===== config.mk =====
export PLATFORM = sky130hd
export DESIGN_NAME = irq_request_latch
export DESIGN_NICKNAME = d
export VERILOG_FILES = /design/src/rtl/irq_pkg.sv /design/src/rtl/irq_sync_cell.sv /design/src/rtl/irq_request_latch.sv
export SDC_FILE = /design/constraint.sdc
export NUM_CORES = 1
export LEC_CHECK = 0
export BUFFER_PORTS_ARGS = -buffer_cell sky130_fd_sc_hd__buf_2
export CORE_ASPECT_RATIO = 0.9
export CORE_MARGIN = 3
export CORE_UTILIZATION = 50
export DETAILED_ROUTE_END_ITERATION = 12
export GPL_ROUTABILITY_DRIVEN = 0
export PLACE_DENSITY = 0.76
export RECOVER_POWER = 25
export SLEW_MARGIN = 5
export SYNTH_ARGS = -nofsm -noshare
export SYNTH_HDL_FRONTEND = slang
export SYNTH_SLANG_ARGS = --single-unit

===== constraint.sdc =====
create_clock -name clk_i -period 1.5 [get_ports clk_i]
set_input_delay 0.3 -clock clk_i [delete_from_list [all_inputs] [get_ports clk_i]]
set_output_delay 0.3 -clock clk_i [all_outputs]
set_load 0.05 [all_outputs]

===== src/rtl/irq_pkg.sv =====
// Shared types and constants for the interrupt request front-end.
package irq_pkg;

    localparam int unsigned IRQ_N_SRC_MAX  = 32;
    localparam int unsigned DEBOUNCE_CNT_W = 8;

    typedef logic [IRQ_N_SRC_MAX-1:0] irq_vec_t;

    typedef enum logic {
        IRQ_MODE_LEVEL = 1'b0,
        IRQ_MODE_EDGE  = 1'b1
    } irq_mode_e;

    function automatic logic irq_is_edge(input logic mode);
        return mode == IRQ_MODE_EDGE;
    endfunction

    // Terminal count of the debounce counter for a given stable-cycle requirement.
    function automatic logic [DEBOUNCE_CNT_W-1:0] irq_db_last(input int unsigned cycles);
        return DEBOUNCE_CNT_W'(cycles - 1);
    endfunction

endpackage


===== src/rtl/irq_sync_cell.sv =====
// Per-source synchroniser with optional debounce filter (IRQ_DEBOUNCE_EN).
// Output d_o is the value the pending/edge logic acts on.
module irq_sync_cell
    import irq_pkg::*;
#(
    parameter int unsigned SYNC_STAGES     = 2
`ifdef IRQ_DEBOUNCE_EN
    ,
    parameter int unsigned DEBOUNCE_CYCLES = 4
`endif
) (
    input  logic clk_i,
    input  logic rst_ni,
    input  logic irq_i,
    output logic d_o
);

    logic [SYNC_STAGES-1:0] sync_q;
    logic                   s;

    always_ff @(posedge clk_i or negedge rst_ni) begin
        if (!rst_ni) begin
            sync_q <= '0;
        end else begin
            sync_q <= {sync_q[SYNC_STAGES-2:0], irq_i};
        end
    end

    assign s = sync_q[SYNC_STAGES-1];

`ifdef IRQ_DEBOUNCE_EN
    localparam logic [DEBOUNCE_CNT_W-1:0] CNT_LAST = irq_db_last(DEBOUNCE_CYCLES);

    logic [DEBOUNCE_CNT_W-1:0] cnt_q, cnt_d;
    logic                      db_q, db_d;

    // A change is accepted only after s has disagreed with db for DEBOUNCE_CYCLES samples.
    always_comb begin
        cnt_d = '0;
        db_d  = db_q;
        if (s != db_q) begin
            if (cnt_q == CNT_LAST) begin
                db_d = s;
            end else begin
                cnt_d = cnt_q + DEBOUNCE_CNT_W'(1);
            end
        end
    end

    always_ff @(posedge clk_i or negedge rst_ni) begin
        if (!rst_ni) begin
            cnt_q <= '0;
            db_q  <= 1'b0;
        end else begin
            cnt_q <= cnt_d;
            db_q  <= db_d;
        end
    end

    assign d_o = db_q;
`else
    assign d_o = s;
`endif

endmodule


===== src/rtl/irq_request_latch.sv =====
// Interrupt request front-end: synchronises peripheral lines and presents edge-latched
// or level requests to the controller. Optional debounce via IRQ_DEBOUNCE_EN.
module irq_request_latch
    import irq_pkg::*;
#(
    parameter int unsigned N_SRC           = 32,
    parameter int unsigned SYNC_STAGES     = 2
`ifdef IRQ_DEBOUNCE_EN
    ,
    parameter int unsigned DEBOUNCE_CYCLES = 4
`endif
) (
    input  logic             clk_i,
    input  logic             rst_ni,
    input  logic [N_SRC-1:0] irq_i,
    input  logic [N_SRC-1:0] edge_mode_i,
    input  logic [N_SRC-1:0] int_fin_i,
    input  logic             ovf_clr_i,
    output logic [N_SRC-1:0] int_req_o,
    output logic [N_SRC-1:0] ovf_o,
    output logic             int_any_o
);

    logic [N_SRC-1:0] d;
    logic [N_SRC-1:0] rise;
    logic [N_SRC-1:0] prev_q;
    logic [N_SRC-1:0] pending_q, pending_d;
    logic [N_SRC-1:0] ovf_q, ovf_d;
    logic             int_any_q;

    for (genvar i = 0; i < N_SRC; i++) begin : g_src
        irq_sync_cell #(
            .SYNC_STAGES     (SYNC_STAGES)
`ifdef IRQ_DEBOUNCE_EN
            ,
            .DEBOUNCE_CYCLES (DEBOUNCE_CYCLES)
`endif
        ) u_sync (
            .clk_i  (clk_i),
            .rst_ni (rst_ni),
            .irq_i  (irq_i[i]),
            .d_o    (d[i])
        );
    end

    // prev always tracks d, so a level->edge switch never fabricates a rise.
    assign rise = d & ~prev_q;

    always_comb begin
        pending_d = pending_q;
        ovf_d     = ovf_clr_i ? '0 : ovf_q;
        for (int unsigned i = 0; i < N_SRC; i++) begin
            if (irq_is_edge(edge_mode_i[i])) begin
                if (rise[i]) begin
                    pending_d[i] = 1'b1;
                    if (pending_q[i] && !int_fin_i[i]) begin
                        ovf_d[i] = 1'b1;
                    end
                end else if (int_fin_i[i]) begin
                    pending_d[i] = 1'b0;
                end
            end else begin
                pending_d[i] = d[i];
            end
        end
    end

    always_ff @(posedge clk_i or negedge rst_ni) begin
        if (!rst_ni) begin
            prev_q    <= '0;
            pending_q <= '0;
            ovf_q     <= '0;
            int_any_q <= 1'b0;
        end else begin
            prev_q    <= d;
            pending_q <= pending_d;
            ovf_q     <= ovf_d;
            int_any_q <= |pending_d;
        end
    end

    assign int_req_o = pending_q;
    assign ovf_o     = ovf_q;
    assign int_any_o = int_any_q;

endmodule


==> results of run 1 <==
[state kept, by name, indices dropped and copies added (netlist names)]
| signal | count |
|---|---|
| g_src.u_sync.sync_q | 64 |
| int_any_o | 1 |
| int_req_o | 32 |
| ovf_o | 32 |
| prev_q | 32 |
[report_power, final]
group	leakage [nW]	switching (W)	total, W	internal (W)
Combinational	1.63	0.000710	0.00111	0.000396
Sequential	1.92	0.000122	0.00471	0.00459
Clock	0.306	0.00172	0.00453	0.00281
Total	3.86	0.00255	0.0103	0.00779
[cell families (layout without fill, tap and decap cells)]
logic type | Yosys count | in the layout | synth area share, %
and+or+nand+nor | 107 | 107 | 13.5
buffers and inverters | 35 | 284 | 2.49
DFF | 161 | 161 | 76.4
AOI/OAI and AO/OA | 64 | 64 | 7.60
[final timing paths]
path / start / to / depth (start not counted)
max: int_req_o[18]$_DFF_PN0_ / int_any_o$_DFF_PN0_ / 6
min: edge_mode_i[5] / int_req_o[5]$_DFF_PN0_ / 3
max in group asynchronous: rst_ni / int_req_o[17]$_DFF_PN0_ / 3
min in group asynchronous: rst_ni / g_src[3].u_sync.sync_q[0]$_DFF_PN0_ / 2
min reg2reg: g_src[18].u_sync.sync_q[0]$_DFF_PN0_ / g_src[18].u_sync.sync_q[1]$_DFF_PN0_ / 0
max reg2reg: int_req_o[18]$_DFF_PN0_ / int_any_o$_DFF_PN0_ / 6
[worst min-delay path: stages]
cell and delay, ns:
buf_2 0.10, nand2_1 0.05, a21o_1 0.12
[timing repair]
| action | CTS | global route |
|---|---|---|
| endpoints found under the hold margin | 70 | 1 |
| hold buffers | 32 | 1 |
| pin swaps | 3 | 0 |
| buffers inserted | 1 | 0 |
| gates resized for setup | 5 | 0 |
| endpoints found under the setup margin | 1 | 1 |
[area by class of cell]
type	instances	area (um^2)	share of cell area, %
repair buffers	220	1390	18.6
clock inverters	11	150	2.00
clock buffers	21	480	6.40
flip-flops and latches	161	4060	54.1
inverters	32	120	1.60
multi-input cells	171	1140	15.2
well taps	126	158	2.10
[synth_stat cells]
| cell type | n |
|---|---|
| dfrtp_1 | 161 |
| a21o_1 | 32 |
| and3b_1 | 32 |
| inv_1 | 32 |
| nand2_1 | 32 |
| nand3b_1 | 32 |
| o21ai_1 | 32 |
| nor4_1 | 8 |
| clkbuf_1 | 3 |
| nand4_1 | 2 |
| or2_1 | 1 |
[metrics by stage]
stage	instances	worst slack (ns)
2_1_floorplan	367	-0.0558
3_3_place_gp	676	-0.480
3_5_place_dp	676	-0.470
4_1_cts	741	-0.250
5_1_grt	742	-0.345
6_report	742	-0.241
[layer usage]
| layer | global-route usage (%) | vias up | part of all wire [%] |
|---|---|---|---|
| li1 | - | 1726 | - |
| met1 | 26.7 | 1849 | 39 |
| met2 | 38.7 | 129 | 52 |
| met3 | 7.39 | 18 | 6.9 |
| met4 | 8.95 | 0 | 1.4 |
| met5 | 0 | - | 0 |
==> reports/metrics.cfg, run 1 <==
[synth]
syn-num-nets = 466
avgSynthCellArea_um2 = 14.4
yosysSeqAreaShare_pct = 76.4
synth_area_leaders = dfrtp_1 (76%), and3b_1 (5.3%), a21o_1 (4.6%)
yosysTopAreaCell = dfrtp_1
yosysWarnings = 0
yosysUniqueCellTypes = 11
synth_top_area_share_pct = 76.4
synth.cell_area_um2 = 5270
ys_seq_elements = 161
syn_inst = 367

[global_routing]
grt_max_degree = 45
grt_usage_pct = 22.5
grt_pass1_vias = 4132
grt_pass1_wl_um = 20100
gr-total-overflow = 0
antenna_found_initial = 0

[timing]
layout_min_cycle_time_ns = 1.74
layout_setup_ws_ns = -0.241
fmax_ghz = 0.574
rsz0062_at_grt = yes
relSlewSlack_pct = 70.1
drv_slew = 0
worst_slew_pin_slew_ns = 0.448
tns_ns = -0.241
hold_slack_ns = 0.203
fin_worst_skew_ns = 0.0110
hold_viol_final = 0
fin_crit_sh_pct = 116
setup_viol = 1

[die]
rows = 34
start_util_pct = 52.9
die-height_um = 103
fp.coreArea_um2 = 9950
die_area_um2 = 11800
die_x_um = 114
pin_count = 164

[setup_path]
cp.arrival_ns = 2.02
slowest_delay_ns = 0.38
crit_path_max_fanout = 2
cp.buffers_inverters = 1
critPathTopFamily = simple AND/OR/NAND/NOR gates
worstSetupStartpointType = flip-flop
crit_slowest_cell = dfrtp_1
worst_setup_path_end_kind = flip-flop
r2r_slack_ns = -0.24
critPathKind = reg -> reg
worstPathCellList = and3b_1 > a21o_1 > nor4_4 > buf_4 > nand4_1 > or2_1
critPathRequiredTime_ns = 1.78

[power_and_ir_drop]
totalPowerFinal_w = 0.0103
powerDensity_nw_per_um2 = 1380
peakVddDrop_mv = 1.19
power_leakage_nw = 3.86

[detailed_routing]
first_pass_iters = 4
ant_nets = 0
wl_per_cell_um = 16.5
drt_iter0_drc = 163
totalWireLength_um = 12200
drc = 0
vias_per_cell = 5.02
dr_total_vias = 3722

[placed_design]
numPortBuffers = 163
place_area_um2 = 6510
dp_hpwl_um = 7850

[clocking]
root_buffer = clkbuf_16
tritoncts = yes
cts_buffers = 17
htreeDepth = 4
worstSkewPairLatency_ns = 0.41
clock_path_buffers = 2
clkTransAtPathRegs_ns = 0.06
cts.sinks = 161

[run_status]
status = finished, violations left
violations = setup timing

[worst_hold_path]
hold_class = in -> reg

[job]
maxCapViolations = 0

[final_layout]
final_common_cell = buf_2
layout_common_cells = buf_2 (161), dfrtp_1 (135), dlygate4sd3_1 (33)
antennaDiodeCount = 0
fin_nets = 702
utilization_pct = 75.4
final_area_um2 = 7510
final.fill_count = 626
drive_above_1_share_pct = 40.3
area.growth.synth_to_final_pct = 42.5

Power figures use the tool's default switching activity.
==> inputs of run 2 (changes only) <==
- CORE_UTILIZATION: 50 -> 52
- CTS_BUF_LIST: unset -> sky130_fd_sc_hd__clkbuf_8
- PLACE_DENSITY: 0.76 -> 0.79
==> reports/metrics.cfg, run 2 (synthesis gave the netlist of run 1 again) <==
[run_status]
status = finished, violations left  ; unchanged
violations = setup timing  ; unchanged

[placed_design]
dp_hpwl_um = 8230  ; was 7850 um
numPortBuffers = 163  ; unchanged

[timing]
fin_crit_sh_pct = 114  ; was 116%
rsz0062_at_grt = yes  ; unchanged
setup_viol = 1  ; unchanged
fmax_ghz = 0.583  ; was 0.574 GHz
drv_slew = 0  ; unchanged
hold_viol_final = 0  ; unchanged
fin_worst_skew_ns = 0.0131  ; was 0.0110 ns
worst_slew_pin_slew_ns = 0.770  ; was 0.448 ns
relSlewSlack_pct = 48.6  ; was 70.1%
layout_setup_ws_ns = -0.216  ; was -0.241 ns
layout_min_cycle_time_ns = 1.72  ; was 1.74 ns

[setup_path]
worstPathCellList = and3b_1 > a21o_1 > nor4_4 > buf_4 > nand4_1 > or2_1  ; unchanged
crit-reg2reg-capture = int_any_o$_DFF_PN0_  ; unchanged
worst_setup_path_end_kind = flip-flop  ; unchanged
rr_startpoint = int_req_o[4]$_DFF_PN0_  ; was int_req_o[18]$_DFF_PN0_
critPathRequiredTime_ns = 1.81  ; was 1.78 ns
crit_slowest_cell = dfrtp_2  ; was dfrtp_1
ff2ff_path_depth = 6  ; unchanged
worstSetupStartpointType = flip-flop  ; unchanged
crit_path_max_fanout = 2  ; unchanged
r2r_slack_ns = -0.22  ; was -0.24 ns
cp.arrival_ns = 2.03  ; was 2.02 ns
slowest_delay_ns = 0.40  ; was 0.38 ns
critPathKind = reg -> reg  ; unchanged

[final_layout]
final_common_cell = buf_2  ; unchanged
drive_above_1_share_pct = 39.7  ; was 40.3%
area.growth.synth_to_final_pct = 37.9  ; was 42.5%
utilization_pct = 74.3  ; was 75.4%
fin_nets = 700  ; was 702
antennaDiodeCount = 0  ; unchanged
layout_common_cells = buf_2 (162), dfrtp_1 (135), inv_1 (35)  ; was buf_2 (161), dfrtp_1 (135), dlygate4sd3_1 (33)
max_flop_register = g_src.u_sync.sync_q  ; unchanged
largest_reg_flops = 64  ; unchanged

[detailed_routing]
vias_per_cell = 4.94  ; was 5.02
first_pass_iters = 4  ; unchanged
drc = 0  ; unchanged
totalWireLength_um = 11900  ; was 12200 um
drt_iter0_drc = 97  ; was 163
wl_per_cell_um = 16.1  ; was 16.5 um
dr_total_vias = 3654  ; was 3722
ant_nets = 0  ; unchanged

[global_routing]
grt_usage_pct = 22.0  ; was 22.5%
gr-total-overflow = 0  ; unchanged
antenna_found_initial = 0  ; unchanged
grt_pass1_vias = 3980  ; was 4132
grt_max_degree = 40  ; was 45
grt_pass1_wl_um = 19300  ; was 20100 um

[clocking]
worstSkewPairLatency_ns = 0.43  ; was 0.41 ns
cts.sinks = 161  ; unchanged
clkTransAtPathRegs_ns = 0.09  ; was 0.06 ns
clock_path_buffers = 2  ; unchanged
tritoncts = yes  ; unchanged
root_buffer = clkbuf_8  ; was clkbuf_16
htreeDepth = 4  ; unchanged
cts_buffers = 17  ; unchanged

[power_and_ir_drop]
totalPowerFinal_w = 0.00904  ; was 0.0103 W
peakVddDrop_mv = 0.756  ; was 1.19 mV
power_leakage_nw = 3.75  ; was 3.86 nW
powerDensity_nw_per_um2 = 1240  ; was 1380 nW/um^2

[job]
maxCapViolations = 0  ; unchanged

[worst_hold_path]
hold_class = in -> reg  ; unchanged
worstHoldStart = edge_mode_i[3]  ; was edge_mode_i[5]
worstHoldPathCells = 3  ; unchanged
hold_end = int_req_o[3]$_DFF_PN0_  ; was int_req_o[5]$_DFF_PN0_

[die]
pin_count = 164  ; unchanged
start_util_pct = 53.9  ; was 52.9%
die-height_um = 102  ; was 103 um
rows = 34  ; unchanged
fp.coreArea_um2 = 9780  ; was 9950 um^2
die_x_um = 112  ; was 114 um
die_area_um2 = 11400  ; was 11800 um^2

[run 2: changes by cell type in the layout (fill, tap and decap cells not counted), sizes merged]
| cell | change |
|---|---|
| clkbuf | -3 |
| inv | +3 |
| buf | -2 |
[run 2: final cells by class]
cell class | count | area, um^2
repair buffers | 218 | 1360
inverters | 32 | 120
clock buffers | 18 | 248
fillers | 672 | 2510
well taps | 126 | 158
multi-input cells | 171 | 1150
clock inverters | 14 | 169
flip-flops and latches | 161 | 4060
[run 2: stage by stage]
stage	hold slack, ns	instance area, um^2	setup slack [ns]	std cells	setup TNS (ns)
after floorplan	0.00441	5300	-0.0558	367	-0.0558
after global placement	0.185	6490	-0.392	675	-0.392
after detailed placement	0.189	6490	-0.455	675	-0.455
after CTS	0.169	7280	-0.225	740	-0.225
after global routing	0.179	7270	-0.302	740	-0.302
final	0.193	7270	-0.216	740	-0.216
[run 2: worst max path at each step]
stage | startpoint | to | slack [ns]
after floorplan | int_req_o[20]$_DFF_PN0_ | int_any_o$_DFF_PN0_ | -0.06
after global placement | edge_mode_i[4] | int_any_o$_DFF_PN0_ | -0.39
after detailed placement | edge_mode_i[4] | int_any_o$_DFF_PN0_ | -0.46
after CTS | int_req_o[13]$_DFF_PN0_ | int_any_o$_DFF_PN0_ | -0.22
after global routing | int_req_o[13]$_DFF_PN0_ | int_any_o$_DFF_PN0_ | -0.30
final | int_req_o[4]$_DFF_PN0_ | int_any_o$_DFF_PN0_ | -0.22
[run 2: routing by layer]
layer  GRT usage, %  routed length (um)  vias to the layer above
met1           27.3                4950                     1791
met3           5.68                 710                       15
met4           7.76                 183                        0
li1               -                   -                     1707
met5              0                   0                        -
met2           38.0                6050                      141
[run 2: report_power, final]
part | total, W | internal, W | switching, W | leakage, nW
registers | 0.00471 | 0.00458 | 0.000125 | 1.92
logic | 0.00110 | 0.000390 | 0.000712 | 1.62
clock network | 0.00323 | 0.00169 | 0.00153 | 0.214
[run 2: repair_timing]
action | CTS | global route
endpoints found under the hold margin | 52 | 0
buffers inserted | 0 | 0
endpoints found under the setup margin | 1 | 1
hold buffers | 33 | 0
gates resized for setup | 6 | 0
pin swaps | 4 | 1
[run 2: critical path, delay by kind of cell (launching register included)]
kind | cells | cell delay (ns)
AO/OA/AOI/OAI | 1 | 0.20
AND/OR/NAND/NOR | 4 | 0.83
buffers and inverters | 1 | 0.17
flip-flops | 1 | 0.40
==> inputs of run 3 (changes only) <==
- CORE_UTILIZATION: 52 -> 54
- PLACE_DENSITY: 0.79 -> 0.82
- clock period: 1.5 -> 2.1 ns (I/O delays scaled with it)
==> reports/metrics.cfg, run 3 (synthesis gave the netlist of run 1 again) <==
[clocking]
root_buffer = clkbuf_8  ; unchanged
clock_path_buffers = 2  ; unchanged
postCtsSetupRepairBufs = 0  ; unchanged
htreeDepth = 4  ; unchanged
worstSkewPairLatency_ns = 0.42  ; was 0.43 ns
tritoncts = yes  ; unchanged
cts_buffers = 17  ; unchanged
clkTransAtPathRegs_ns = 0.08  ; was 0.09 ns
cts.sinks = 161  ; unchanged
cts_resized = 0  ; was 6

[power_and_ir_drop]
powerDensity_nw_per_um2 = 966  ; was 1240 nW/um^2
peakVddDrop_mv = 0.556  ; was 0.756 mV
power_leakage_nw = 3.55  ; was 3.75 nW

[placed_design]
numPortBuffers = 163  ; unchanged
place_area_um2 = 6290  ; was 6490 um^2
dp_hpwl_um = 7780  ; was 8230 um

[detailed_routing]
drc = 0  ; unchanged
drt_iter0_drc = 72  ; was 97
ant_nets = 0  ; unchanged
vias_per_cell = 5.06  ; was 4.94
totalWireLength_um = 10800  ; was 11900 um
wl_per_cell_um = 15.8  ; was 16.1 um
first_pass_iters = 6  ; was 4
dr_total_vias = 3468  ; was 3654

[setup_path]
worstSetupStartpointType = flip-flop  ; unchanged
critPathRequiredTime_ns = 2.40  ; was 1.81 ns
critPathKind = reg -> reg  ; unchanged
cp.arrival_ns = 2.21  ; was 2.03 ns
crit_slowest_cell = nor4_1  ; was dfrtp_2
crit_path_max_fanout = 2  ; unchanged
worst_setup_path_end_kind = flip-flop  ; unchanged
slowest_delay_ns = 0.52  ; was 0.40 ns
cp.buffers_inverters = 1  ; unchanged
critPathTopFamily = simple AND/OR/NAND/NOR gates  ; unchanged
worstPathCellList = and3b_1 > a21o_1 > nor4_1 > buf_4 > nand4_1 > or2_1  ; was and3b_1 > a21o_1 > nor4_4 > buf_4 > nand4_1 > or2_1

[final_layout]
final_common_cell = dfrtp_1  ; was buf_2
layout_common_cells = dfrtp_1 (161), buf_2 (160), inv_1 (33)  ; was buf_2 (162), dfrtp_1 (135), inv_1 (35)
multi_input_area_um2 = 1110  ; was 1150 um^2
area.growth.synth_to_final_pct = 27.9  ; was 37.9%
utilization_pct = 72.6  ; was 74.3%
final.fill_count = 635  ; was 672
seq_area_um2 = 4030  ; was 4060 um^2
largest_reg_flops = 64  ; unchanged
fin_nets = 650  ; was 700
max_flop_register = g_src.u_sync.sync_q  ; unchanged
drive_above_1_share_pct = 34.6  ; was 39.7%
final_area_um2 = 6740  ; was 7270 um^2
antennaDiodeCount = 0  ; unchanged

[timing]
hold_slack_ns = 0.102  ; was 0.193 ns
fin_worst_skew_ns = 0.00895  ; was 0.0131 ns
fin_crit_sh_pct = 90.9  ; was 114%
hold_viol_final = 0  ; unchanged
tns_ns = 0  ; was -0.216 ns
relSlewSlack_pct = 49.0  ; was 48.6%
layout_min_cycle_time_ns = 1.91  ; was 1.72 ns
drv_slew = 0  ; unchanged
worst_slew_pin_slew_ns = 0.765  ; was 0.770 ns
rsz0062_at_grt = no  ; was yes
fmax_ghz = 0.524  ; was 0.583 GHz
setup_viol = 0  ; was 1

[global_routing]
grt_max_degree = 52  ; was 40
grt_usage_pct = 20.7  ; was 22.0%
grt_pass1_wl_um = 17200  ; was 19300 um
antenna_found_initial = 1  ; was 0
grt_pass1_vias = 3606  ; was 3980
gr-total-overflow = 0  ; unchanged

[die]
rows = 33  ; was 34
start_util_pct = 56.7  ; was 53.9%
fp.coreArea_um2 = 9290  ; was 9780 um^2
pin_count = 164  ; unchanged
die_x_um = 110  ; was 112 um
die-height_um = 99.7  ; was 102 um
die_area_um2 = 11000  ; was 11400 um^2

[worst_hold_path]
hold_class = in -> reg  ; unchanged

[job]
maxCapViolations = 0  ; unchanged

[run_status]
status = complete, no violations  ; was finished, violations left

## run 3: cell count changes in the layout (fill, tap and decap cells not counted), moves of 3 or more
cell	previous run	this run
buf_4	18	2
clkinv_4	4	1
dfrtp_1	135	161
dfrtp_2	26	0
dlygate4sd3_1	33	1
nor4_1	4	8
## run 3: layout make-up
cell class	instances	area share, %
clock buffers	17	3.47
clock inverters	14	3.15
inverters	32	1.78
multi-input cells	171	16.5
flip-flops and latches	161	59.8
well taps	122	2.26
repair buffers	168	13.1
## run 3: through the flow
stage               instances  power, W  worst slack, ns
CTS                       685   0.00660            0.182
finish                    685   0.00651            0.190
global placement          653   0.00408           0.0376
detailed placement        653   0.00410           0.0461
floorplan                 367   0.00380            0.453
global route              685   0.00679           0.0567
## run 3: path summary, 6_finish.rpt
path	from	endpoint	slack, ns	depth (start not counted)
worst max-delay path	int_req_o[0]$_DFF_PN0_	int_any_o$_DFF_PN0_	0.19	6
worst min-delay path	irq_i[5]	g_src[5].u_sync.sync_q[0]$_DFF_PN0_	0.10	1
worst max register to register	int_req_o[0]$_DFF_PN0_	int_any_o$_DFF_PN0_	0.19	6
worst min register to register	g_src[0].u_sync.sync_q[0]$_DFF_PN0_	g_src[0].u_sync.sync_q[1]$_DFF_PN0_	0.34	0
max in group asynchronous	rst_ni	g_src[12].u_sync.sync_q[0]$_DFF_PN0_	1.00	3
min in group asynchronous	rst_ni	prev_q[19]$_DFF_PN0_	0.47	2
## run 3: worst register-to-register path, stage by stage (launching register included)
cell and delay, ns:
dfrtp_1 0.38, and3b_1 0.21, a21o_1 0.18, nor4_1 0.52
buf_4 0.21, nand4_1 0.06, or2_1 0.24
## run 3: repair_timing
item,in CTS,in global routing
hold endpoints to repair,38,0
setup endpoints to repair,0,0
hold buffers,1,0
## run 3: layer usage
layer	track usage, %	vias up	share of wire [%]
li1	-	1608	-
met1	26.3	1712	42
met2	33.8	132	50
met3	6.75	14	7.2
met4	6.82	2	1.2
met5	0	-	0.12
## run 3: power breakdown
| group | leakage (nW) | switching, W | total (W) | internal, W |
|---|---|---|---|---|
| combinational | 1.38 | 0.000476 | 0.000685 | 0.000209 |
| clock | 0.220 | 0.00107 | 0.00248 | 0.00141 |
| sequential | 1.95 | 0.0000868 | 0.00335 | 0.00327 |
| total | 3.55 | 0.00163 | 0.00651 | 0.00488 |
